<file path="config.mk">
export PLATFORM = sky130hd
export DESIGN_NAME = mem_arbiter_flat
export DESIGN_NICKNAME = d
export VERILOG_FILES = /design/src/rtl/mem_arbiter_pkg.sv /design/src/rtl/mem_arbiter_if.sv /design/src/rtl/mem_arbiter_rr_pick.sv /design/src/rtl/mem_arbiter.sv /design/src/flat_wrapper.sv
export SDC_FILE = /design/constraint.sdc
export NUM_CORES = 1
export LEC_CHECK = 0
export BUFFER_PORTS_ARGS = -buffer_cell sky130_fd_sc_hd__buf_2
export CAP_MARGIN = 20
export CORE_AREA = 3 3 84 86
export CTS_BUF_LIST = sky130_fd_sc_hd__clkbuf_4
export CTS_CLUSTER_SIZE = 30
export DETAILED_ROUTE_END_ITERATION = 8
export DIE_AREA = 0 0 87 89
export PLACE_DENSITY = 0.64
export SLEW_MARGIN = 20
export SYNTH_ARGS = -nofsm -noshare
export SYNTH_HDL_FRONTEND = slang
export SYNTH_SLANG_ARGS = --single-unit
</file>
<file path="constraint.sdc">
create_clock -name clk -period 2.15 [get_ports clk]
set_input_delay 0.1075 -clock clk [delete_from_list [all_inputs] [get_ports clk]]
set_output_delay 0.1075 -clock clk [all_outputs]
set_load 0.02 [all_outputs]
</file>
<file path="src/rtl/mem_arbiter_pkg.sv">
// Shared types for the round-robin memory arbiter.
// Defaults for bus widths, FSM state, response tag and pointer helper.
package mem_arb_pkg;

    localparam int ADDR_W = 16;
    localparam int DATA_W = 32;
    localparam int ID_W   = 3;

    typedef enum logic {
        ARB,
        LOCKED
    } state_t;

    typedef struct packed {
        logic            valid;
        logic [ID_W-1:0] id;
    } tag_t;

    function automatic logic [ID_W-1:0] next_idx(
        input logic [ID_W-1:0] i,
        input int              n
    );
        return (int'(i) == n - 1) ? '0 : i + ID_W'(1);
    endfunction

endpackage

</file>
<file path="src/rtl/mem_arbiter_if.sv">
// Requester and memory bus bundle of the arbiter.
// slave: arbiter view; master: requesters plus memory view.
interface mem_arbiter_if #(
    parameter int NUM_REQ = 2,
    parameter int ADDR_W  = mem_arb_pkg::ADDR_W,
    parameter int DATA_W  = mem_arb_pkg::DATA_W
);

    logic [NUM_REQ-1:0]        req_valid;
    logic [NUM_REQ-1:0]        req_ready;
    logic [NUM_REQ-1:0]        req_we;
    logic [NUM_REQ-1:0]        req_lock;
    logic [NUM_REQ*ADDR_W-1:0] req_addr;
    logic [NUM_REQ*DATA_W-1:0] req_wdata;
    logic [NUM_REQ-1:0]        rsp_valid;
    logic [DATA_W-1:0]         rsp_rdata;
    logic [ADDR_W-1:0]         mem_addr;
    logic                      mem_we;
    logic [DATA_W-1:0]         mem_data_in;
    logic [DATA_W-1:0]         mem_data_out;

    modport slave (
        input  req_valid, req_we, req_lock,
        input  req_addr, req_wdata, mem_data_out,
        output req_ready, rsp_valid, rsp_rdata,
        output mem_addr, mem_we, mem_data_in
    );

    modport master (
        output req_valid, req_we, req_lock,
        output req_addr, req_wdata, mem_data_out,
        input  req_ready, rsp_valid, rsp_rdata,
        input  mem_addr, mem_we, mem_data_in
    );

endinterface

</file>
<file path="src/rtl/mem_arbiter_rr_pick.sv">
// Round-robin picker: first set request at or above ptr, wrapping.
// Ports: req, ptr in; one-hot gnt, binary idx, any out.
module rr_pick #(
    parameter int N = 2
) (
    input  logic [N-1:0]                  req,
    input  logic [mem_arb_pkg::ID_W-1:0]  ptr,
    output logic [N-1:0]                  gnt,
    output logic [mem_arb_pkg::ID_W-1:0]  idx,
    output logic                          any
);
    import mem_arb_pkg::*;

    // Outer loop walks offsets from ptr so the lowest offset wins.
    always_comb begin
        gnt = '0;
        idx = '0;
        any = 1'b0;
        for (int i = 0; i < N; i++) begin
            for (int k = 0; k < N; k++) begin
                if (!any && req[k] &&
                    ((int'(ptr) + i == k) ||
                     (int'(ptr) + i == k + N))) begin
                    any    = 1'b1;
                    gnt[k] = 1'b1;
                    idx    = ID_W'(k);
                end
            end
        end
    end

endmodule

</file>
<file path="src/rtl/mem_arbiter.sv">
// Round-robin arbiter in front of a single-port memory with locked bursts.
// Ports: clk, rst (async active-low), bus (mem_arbiter_if.slave).
module mem_arbiter #(
    parameter int NUM_REQ   = 2,
    parameter int ADDR_W    = mem_arb_pkg::ADDR_W,
    parameter int DATA_W    = mem_arb_pkg::DATA_W,
    parameter int READ_LAT  = 1,
    parameter int MAX_BURST = 4
) (
    input logic          clk,
    input logic          rst,
    mem_arbiter_if.slave bus
);
    import mem_arb_pkg::*;

    localparam int BW = $clog2(MAX_BURST + 1);

    state_t             state, state_n;
    logic [ID_W-1:0]    ptr, ptr_n;
    logic [ID_W-1:0]    owner, owner_n;
    logic [BW-1:0]      beats, beats_n;
    logic [NUM_REQ-1:0] pick_gnt, own_mask, gnt;
    logic [ID_W-1:0]    pick_idx, gnt_idx;
    logic               pick_any, pick_lock;
    logic               own_valid, own_lock, rd_push;
    logic [ADDR_W-1:0]  addr_c;
    logic [DATA_W-1:0]  data_c;
    tag_t               tags [READ_LAT];
    tag_t               last;

    rr_pick #(.N(NUM_REQ)) u_pick (
        .req (bus.req_valid),
        .ptr (ptr),
        .gnt (pick_gnt),
        .idx (pick_idx),
        .any (pick_any)
    );

    assign own_mask  = NUM_REQ'(1) << owner;
    assign own_valid = |(bus.req_valid & own_mask);
    assign own_lock  = |(bus.req_lock & own_mask);
    assign pick_lock = |(bus.req_lock & pick_gnt);

    always_ff @(posedge clk or negedge rst) begin
        if (!rst) begin
            state <= ARB;
            ptr   <= '0;
            owner <= '0;
            beats <= '0;
        end else begin
            state <= state_n;
            ptr   <= ptr_n;
            owner <= owner_n;
            beats <= beats_n;
        end
    end

    always_comb begin
        state_n = state;
        ptr_n   = ptr;
        owner_n = owner;
        beats_n = beats;
        unique case (state)
            ARB: begin
                if (pick_any) begin
                    ptr_n = next_idx(pick_idx, NUM_REQ);
                    // A one-beat burst limit makes lock meaningless.
                    if (MAX_BURST > 1 && pick_lock) begin
                        state_n = LOCKED;
                        owner_n = pick_idx;
                        beats_n = BW'(1);
                    end
                end
            end
            LOCKED: begin
                if (!own_lock) begin
                    state_n = ARB;
                    ptr_n   = next_idx(owner, NUM_REQ);
                    beats_n = '0;
                end else if (own_valid) begin
                    if (beats == BW'(MAX_BURST - 1)) begin
                        state_n = ARB;
                        ptr_n   = next_idx(owner, NUM_REQ);
                        beats_n = '0;
                    end else begin
                        beats_n = beats + BW'(1);
                    end
                end
            end
            default: state_n = ARB;
        endcase
    end

    always_comb begin
        gnt     = '0;
        gnt_idx = pick_idx;
        addr_c  = '0;
        data_c  = '0;
        if (rst) begin
            if (state == ARB) begin
                gnt = pick_gnt;
            end else begin
                gnt     = own_valid ? own_mask : '0;
                gnt_idx = owner;
            end
        end
        // One-hot AND-OR mux; no grant leaves the bus at zero.
        for (int k = 0; k < NUM_REQ; k++) begin
            if (gnt[k]) begin
                addr_c = bus.req_addr[k*ADDR_W +: ADDR_W];
                data_c = bus.req_wdata[k*DATA_W +: DATA_W];
            end
        end
        rd_push = |(gnt & ~bus.req_we);
    end

    assign bus.req_ready   = gnt;
    assign bus.mem_addr    = addr_c;
    assign bus.mem_data_in = data_c;
    assign bus.mem_we      = |(gnt & bus.req_we);

    // Tag shift register matching the memory read latency.
    always_ff @(posedge clk or negedge rst) begin
        if (!rst) begin
            for (int k = 0; k < READ_LAT; k++) begin
                tags[k] <= '0;
            end
        end else begin
            tags[0] <= '{valid: rd_push, id: gnt_idx};
            for (int k = 1; k < READ_LAT; k++) begin
                tags[k] <= tags[k-1];
            end
        end
    end

    assign last          = tags[READ_LAT-1];
    assign bus.rsp_valid = last.valid ? (NUM_REQ'(1) << last.id) : '0;
    assign bus.rsp_rdata = bus.mem_data_out;

endmodule

</file>
<file path="src/flat_wrapper.sv">
// flat-port wrapper written by rule: the top's interface ports become plain ports
module mem_arbiter_flat import mem_arb_pkg::*;
#(
    parameter int NUM_REQ   = 2,
    parameter int ADDR_W    = mem_arb_pkg::ADDR_W,
    parameter int DATA_W    = mem_arb_pkg::DATA_W,
    parameter int READ_LAT  = 1,
    parameter int MAX_BURST = 4
)
  (clk, rst, bus_req_valid, bus_req_we, bus_req_lock, bus_req_addr, bus_req_wdata, bus_mem_data_out, bus_req_ready, bus_rsp_valid, bus_rsp_rdata, bus_mem_addr, bus_mem_we, bus_mem_data_in);
  mem_arbiter_if #(.NUM_REQ(NUM_REQ), .ADDR_W(ADDR_W), .DATA_W(DATA_W)) bus_i ();
  input logic clk;
  input logic rst;
  input wire logic [$bits(bus_i.req_valid)-1:0] bus_req_valid;
  input wire logic [$bits(bus_i.req_we)-1:0] bus_req_we;
  input wire logic [$bits(bus_i.req_lock)-1:0] bus_req_lock;
  input wire logic [$bits(bus_i.req_addr)-1:0] bus_req_addr;
  input wire logic [$bits(bus_i.req_wdata)-1:0] bus_req_wdata;
  input wire logic [$bits(bus_i.mem_data_out)-1:0] bus_mem_data_out;
  output wire logic [$bits(bus_i.req_ready)-1:0] bus_req_ready;
  output wire logic [$bits(bus_i.rsp_valid)-1:0] bus_rsp_valid;
  output wire logic [$bits(bus_i.rsp_rdata)-1:0] bus_rsp_rdata;
  output wire logic [$bits(bus_i.mem_addr)-1:0] bus_mem_addr;
  output wire logic [$bits(bus_i.mem_we)-1:0] bus_mem_we;
  output wire logic [$bits(bus_i.mem_data_in)-1:0] bus_mem_data_in;
  assign bus_i.req_valid = bus_req_valid;
  assign bus_i.req_we = bus_req_we;
  assign bus_i.req_lock = bus_req_lock;
  assign bus_i.req_addr = bus_req_addr;
  assign bus_i.req_wdata = bus_req_wdata;
  assign bus_i.mem_data_out = bus_mem_data_out;
  assign bus_req_ready = bus_i.req_ready;
  assign bus_rsp_valid = bus_i.rsp_valid;
  assign bus_rsp_rdata = bus_i.rsp_rdata;
  assign bus_mem_addr = bus_i.mem_addr;
  assign bus_mem_we = bus_i.mem_we;
  assign bus_mem_data_in = bus_i.mem_data_in;
  mem_arbiter #(.NUM_REQ(NUM_REQ), .ADDR_W(ADDR_W), .DATA_W(DATA_W), .READ_LAT(READ_LAT), .MAX_BURST(MAX_BURST)) u_core (.clk(clk), .rst(rst), .bus(bus_i));
endmodule
</file>
==> summary.md, run 1 <==
| Metric | Value |
|---|---|
| Result of the run | `finished, final reports clean` |
| Count of TritonRoute iterations in the first routing pass | `4` |
| Via-to-Cell Ratio | `4.58` |
| Setup bufs post-CTS | `0` |
| Crit Path Category | `primary input to primary output` |
| Library cell contributing the largest single delay on the critical path | `dlygate4sd3_1` |
| Root Driver | `clkbuf_4` |
| Level count of the clock H-tree | `1` |
| Hold_ws | `approximately 0.15 ns` |
| Overall fraction of global-route tracks in use | `11.4%` |
| First element of the critical path | `rst` |
| Number of buffers created by CTS | `3` |
| Synth-to-Final Area Change | `46.9%` |
| Area of the die | `7740 um^2` |
| # Max-Cap Violations | `0` |
| Maximum number of pins on one net before global-route repair | `47` |
| Post-synthesis average cell area | `just under 9 um^2` |
| Relative slew slack | `83.0%` |
| Hold/Removal Path Class | `primary input to flop` |
| Worst VDD drop | `~340 uV` |
| Routed vias | `1579` |
| Met1 capacity usage during global routing | `11.6%` |
| Nets | `407` |
| Nets in the synthesized netlist | `roughly 290` |
| Final HPWL from detailed placement | `~4700 um` |
| Hold Crit Endpoint | `u_core.last[3]` |
| Hold-critical path depth | `3` |
| Setup violators final | `0` |
| Share of synthesized flip-flops with an asynchronous set or reset | `100%` |
| Number of gates resized after CTS | `0` |
| Number of buffers on the longest clock path | `2` |
| Violation count after the first detailed-route iteration | `47` |
| Most area-hungry cell type in the Yosys netlist | `a22o_1` |
| Kind of start point of the critical path | `primary input` |
| Peak Freq | `500 MHz` |
| CTS clock-pin slew for the worst setup and hold paths | `0.05 ns` |
| Worst clock skew | `0.00459 ns` |
| Final critical-path setup slack | `0.152 ns` |
| Post-route DRC | `0` |
| Insertion delay of the later-clocked pin in the worst-skew pair | `0.25 ns` |
| Post-Route Setup TNS | `0 ns` |
| Final hold vios | `0` |
| I/O Pins | `221` |
| Post-route fraction of the period consumed by the critical path | `between 90 and 100%` |
| Max-slew violation total from the final report | `0` |
| Main area contributors after synthesis | `a22o_1 (34%), buf_4 (21%), dfrtp_1 (15%), buf_6 (6.1%), nand2_1 (2.3%)` |
| First-pass GRT wire length | `6930 um` |
| Area inside the core boundary | `6350 um^2` |
| Hold_sp | `bus_req_we[1]` |
| Worst slack at placement | `0.434 ns` |
| Placed cells | `341` |
| I/O Buffers | `156` |
| Number of instances in the synthesized netlist | `149` |
| Via count of the first global-routing pass | `~1400` |
| Grt peak-use layer | `met2` |
| Most frequent cells after synthesis | `a22o_1 (50), buf_4 (37), dfrtp_1 (8), nand2_1 (8), buf_6 (7)` |
| Share of cells above drive strength 1 | `63.4%` |
| Non-filler cells, final | `345` |
| Worst path cell trace | `dlygate4sd3_1, buf_2, o2111a_2, buf_12, a22o_1, buf_2` |
| Global route total overflow | `0` |
| Number of distinct library cell variants in the gate-level netlist after synthesis | `27` |
| Crit path max fanout | `42` |
| Cell Rows | `29` |
| CP required | `2.04 ns` |
| Reported leakage power | `1.15 nW` |
| CTS tree | `done` |
| Final wirelength | `~5400 um` |
| Cell occurring most often along the worst timing path | `buf_2` |
| Crit-path max cell delay | `0.52 ns` |
| Count of antenna diodes in the layout | `0` |
| Area share of the largest cell type after synthesis | `33.7%` |
| Global placer's final weighted congestion | `0.747` |
| Antenna violations before repair | `0` |
| Post-CTS Hold Buffers | `1` |
| Cell with the most instances after synthesis | `a22o_1` |
| Number of sinks on the clock net | `8` |
| Overall die height | `approximately 89 um` |
| Power density over the cells | `about 800 nW/um^2` |
| Seq cells post-synth | `8` |
| Width of the die | `slightly below 90 um` |
| Total of warnings raised by yosys | `0` |
| Final routed wire length divided by cell count | `15.7 um` |
| Grt met3 use | `10.0%` |
| Unrepaired setup endpoints after global routing | `no` |
| Remaining number of nets flagged by the antenna check after routing | `0` |
| Top_reg_cell synth | `dfrtp_1` |
| Final critical-path required period | `around 2.0 ns` |
| Met2 Use GR | `17.6%` |
| Terminus of the critical flop-to-flop path | `u_core.beats[1]` |
| Area of the mapped netlist | `1300 um^2` |
| Critical register-to-register path startpoint | `u_core.state` |
| Critical path data arrival time | `1.89 ns` |
| Number of enable flip-flop cells after synthesis | `0` |
| Slack of the worst reg-to-reg path | `0.58 ns` |
| Element type at the critical path end | `primary output` |
| Measured slew at the worst slew-check pin | `0.255 ns` |
| Worst reg-to-reg path cell count | `5` |
| Starting density of the core | `20.5%` |
| Post-synthesis sequential area ratio | `~15%` |
-- cells in the final DEF (no fill, tap or decap), types with 2 or more instances in the layout --
cell type,count
nand2_1,8
clkbuf_4,3
dfrtp_1,8
nor2_1,3
inv_1,6
nor2b_1,2
buf_2,156
a22o_1,50
mux2i_1,2
and2_1,2
nand2b_1,4
nand3_1,4
o21ai_0,2
buf_12,2
-- worst max-delay path, delay by kind of cell --
family	cells	cell delay (ns)
AOI/OAI and AO/OA	2	0.58
buffers and inverters	4	1.17
-- stage by stage --
step | utilization [%] | cell area, um^2 | total power, mW
after global routing | 30.1 | 1910 | 1.66
after global placement | 29.6 | 1880 | 1.41
after floorplan | - | 1300 | 1.17
final | 30.1 | 1910 | 1.53
after CTS | 30.1 | 1910 | 1.55
after detailed placement | 29.6 | 1880 | 1.42
-- state kept, by name, summed over array words and instances (netlist names) --
register      count
u_core.beats      3
u_core.last       2
u_core.owner      1
u_core.ptr        1
u_core.state      1
-- worst max-delay path by stage --
stage,depth (start not counted),slack [ns],endpoint
after floorplan,5,0.67,bus_mem_addr[10]
after global placement,5,0.50,bus_mem_addr[10]
after detailed placement,5,0.43,bus_mem_data_in[4]
after CTS,6,0.11,bus_mem_data_in[4]
after global routing,6,0.01,bus_mem_data_in[4]
final,6,0.15,bus_mem_addr[10]
-- metal layers --
metal / vias up / share of wire [%]
li1: 769 / -
met1: 692 / 31
met2: 110 / 46
met3: 8 / 22
met4: 0 / 0.81
met5: - / 0
-- cell type report --
type	instances	area [um^2]
Fill cell	697	4440
Tap cell	77	96.3
Clock buffer	3	22.5
Inverter	6	22.5
Timing Repair Buffer	160	838
Sequential cell	8	200
Multi-Input combinational cell	91	729
-- logic make-up (layout without fill, tap and decap cells) --
kind of cell,Yosys count,after routing,synth area share [%]
AO/OA/AOI/OAI,60,60,40.4
adder cells (fa/ha/maj),1,1,0.962
buffers and inverters,50,169,29.2
flip-flops,8,8,15.4
multiplexers,4,4,3.56
AND/OR/NAND/NOR,26,26,10.5
-- report_power, final --
group | switching, mW | internal (mW) | leakage (nW) | total [mW]
Combinational | 0.667 | 0.496 | 1.04 | 1.16
Clock | 0.0498 | 0.0638 | 0.0138 | 0.114
Sequential | 0.0457 | 0.205 | 0.0998 | 0.251
Total | 0.763 | 0.765 | 1.15 | 1.53
Note: power is estimated with default switching activity, not from simulation.
==> inputs of run 2 (changes only) <==
SETUP_SLACK_MARGIN = 0.2   (was unset)
==> summary.md, run 2 (synthesis results as in run 1) <==
| Metric | Value |
|---|---|
| Result of the run | `finished, final reports clean` |
| Overall power of the completed layout | `approximately 1.6 mW` |
| Number of buffers created by CTS | `3` |
| Synth-to-Final Area Change | `50.9%` |
| Flip-flop count of the largest register, all copies and words added | `3` |
| Via-to-Cell Ratio | `4.66` |
| Final routed wire length divided by cell count | `about 16 um` |
| # Max-Cap Violations | `0` |
| I/O Buffers | `156` |
| Share of cells above drive strength 1 | `63.8%` |
| First-pass GRT wire length | `about 7000 um` |
| CTS clock-pin slew for the worst setup and hold paths | `0.05 ns` |
| CTS tree | `done` |
| Kind of start point of the critical path | `flop` |
| Critical path data arrival time | `1.71 ns` |
| Count of antenna diodes in the layout | `0` |
| Antenna violations before repair | `0` |
| CP required | `2.04 ns` |
| Clock share of power | `7.2%` |
| Final hold vios | `0` |
| Width of the die | `between 80 and 90 um` |
| Internal power | `0.801 mW` |
| Filler cell count | `690` |
| Crit path max fanout | `42` |
| Post-Route Setup TNS | `0 ns` |
| Count of TritonRoute iterations in the first routing pass | `4` |
| Most common cell after layout, fill and taps aside | `buf_2` |
| Crit Path Category | `flop to primary output` |
| Overall fraction of global-route tracks in use | `11.6%` |
| Routed vias | `1622` |
| Leading cell types in the layout, fill and taps excluded | `buf_2 (156), a22o_1 (50), nand2_1 (8), dfrtp_1 (8), inv_1 (6)` |
| Peak Freq | `551 MHz` |
| Switching share of power | `49.3%` |
| Reported leakage power | `1.18 nW` |
| Overall die height | `89 um` |
| Power density over the cells | `805 nW/um^2` |
| Nets | `410` |
| Area of the die | `approximately 7700 um^2` |
| Net switching power figure | `around 0.78 mW` |
| Worst clock skew | `between 0.004 and 0.005 ns` |
| Level count of the clock H-tree | `1` |
| Number of sinks on the clock net | `8` |
| Share of total power in combinational logic | `77.0%` |
| Cell Rows | `29` |
| I/O Pins | `221` |
| Insertion delay of the later-clocked pin in the worst-skew pair | `between 0.2 and 0.3 ns` |
| Relative slew slack | `74.7%` |
| Area inside the core boundary | `6350 um^2` |
| Maximum number of pins on one net before global-route repair | `47` |
| Measured slew at the worst slew-check pin | `0.378 ns` |
| Max-slew violation total from the final report | `0` |
| Number of buffers on the longest clock path | `2` |
| Power share of the sequential group | `between 10% and 20%` |
| Via count of the first global-routing pass | `~1400` |
| Final wirelength | `~5700 um` |
| Number of gates resized after CTS | `0` |
| Violation count after the first detailed-route iteration | `19` |
| Starting density of the core | `20.5%` |
| Root Driver | `clkbuf_4` |
| Element type at the critical path end | `primary output` |
| Setup violators final | `0` |
| Post-route fraction of the period consumed by the critical path | `84.3%` |
| Final critical-path required period | `approximately 1.8 ns` |
| Remaining number of nets flagged by the antenna check after routing | `0` |
| Post-route DRC | `0` |
| Register ranked first by flip-flop count | `u_core.beats` |
| Global route total overflow | `0` |
| Hold/Removal Path Class | `primary input to flop` |
| Final HPWL from detailed placement | `around 4700 um` |
| Global placer's final weighted congestion | `0.747` |
| Unrepaired setup endpoints after global routing | `no` |
| Worst VDD drop | `between 300 and 400 uV` |
==> run 2: changes by cell type in the layout (fill, tap and decap cells not counted), sizes merged <==
cell    before  now
buf        159  161
clkbuf       3    4
==> run 2: timing repair <==
action / in CTS / in global routing
hold endpoints to repair: 8 / 0
hold buffers: 1 / 0
buffers inserted: 1 / 1
endpoints found under the setup margin: 29 / 45
pin swaps: 1 / 1
gates cloned: 0 / 1
==> run 2: final timing paths <==
check | start | endpoint | slack [ns] | cells past startpoint
min reg2reg | u_core.beats[2] | u_core.beats[2] | 0.47 | 1
max reg2reg | u_core.state | u_core.beats[1] | 0.59 | 5
max in group asynchronous | rst | u_core.ptr[0] | 1.51 | 2
max | u_core.owner[0] | bus_mem_data_in[15] | 0.34 | 5
min | bus_req_we[1] | u_core.last[3] | 0.15 | 3
min in group asynchronous | rst | u_core.beats[0] | 0.36 | 2
==> run 2: per-stage QoR <==
stage                     cell area [um^2]  setup WS (ns)  util (%)  std cells  hold WS [ns]
after global placement                1880          0.502      29.6        341       -0.0240
after CTS                             1920          0.256      30.2        346         0.143
after detailed placement              1880          0.434      29.6        341       -0.0164
after floorplan                       1300          0.673         -        149        -0.188
final                                 1960          0.337      30.9        348         0.149
after global routing                  1960          0.216      30.9        348         0.147
==> run 2: cell type report <==
| type | count | area (um^2) | area share, % |
|---|---|---|---|
| Multi-Input combinational cell | 91 | 729 | 37.2 |
| Tap cell | 77 | 96.3 | 4.91 |
| Timing Repair Buffer | 163 | 891 | 45.4 |
| Inverter | 6 | 22.5 | 1.15 |
| Sequential cell | 8 | 200 | 10.2 |
| Clock buffer | 3 | 22.5 | 1.15 |
==> run 2: worst max-delay path, stage by stage, from the launching register on <==
cell and delay (ns):
dfrtp_1 0.44, nand2_1 0.17, o2111a_2 0.27, buf_12 0.21, a22o_1 0.18, buf_2 0.16
==> run 2: power by group through the flow <==
stage / clock (mW) / sequential (mW) / combinational [mW]
after floorplan: 0 / 0.242 / 0.924
after global placement: 0 / 0.248 / 1.16
after detailed placement: 0 / 0.252 / 1.17
after CTS: 0.121 / 0.250 / 1.18
after global routing: 0.134 / 0.259 / 1.32
final: 0.113 / 0.250 / 1.22
==> run 2: routing by layer <==
layer	track usage [%]	wire, um	share of wire (%)
met1	11.7	1800	32
met2	17.9	2590	46
met3	10.0	1190	21
met4	3.12	92	1.6
met5	0	0	0
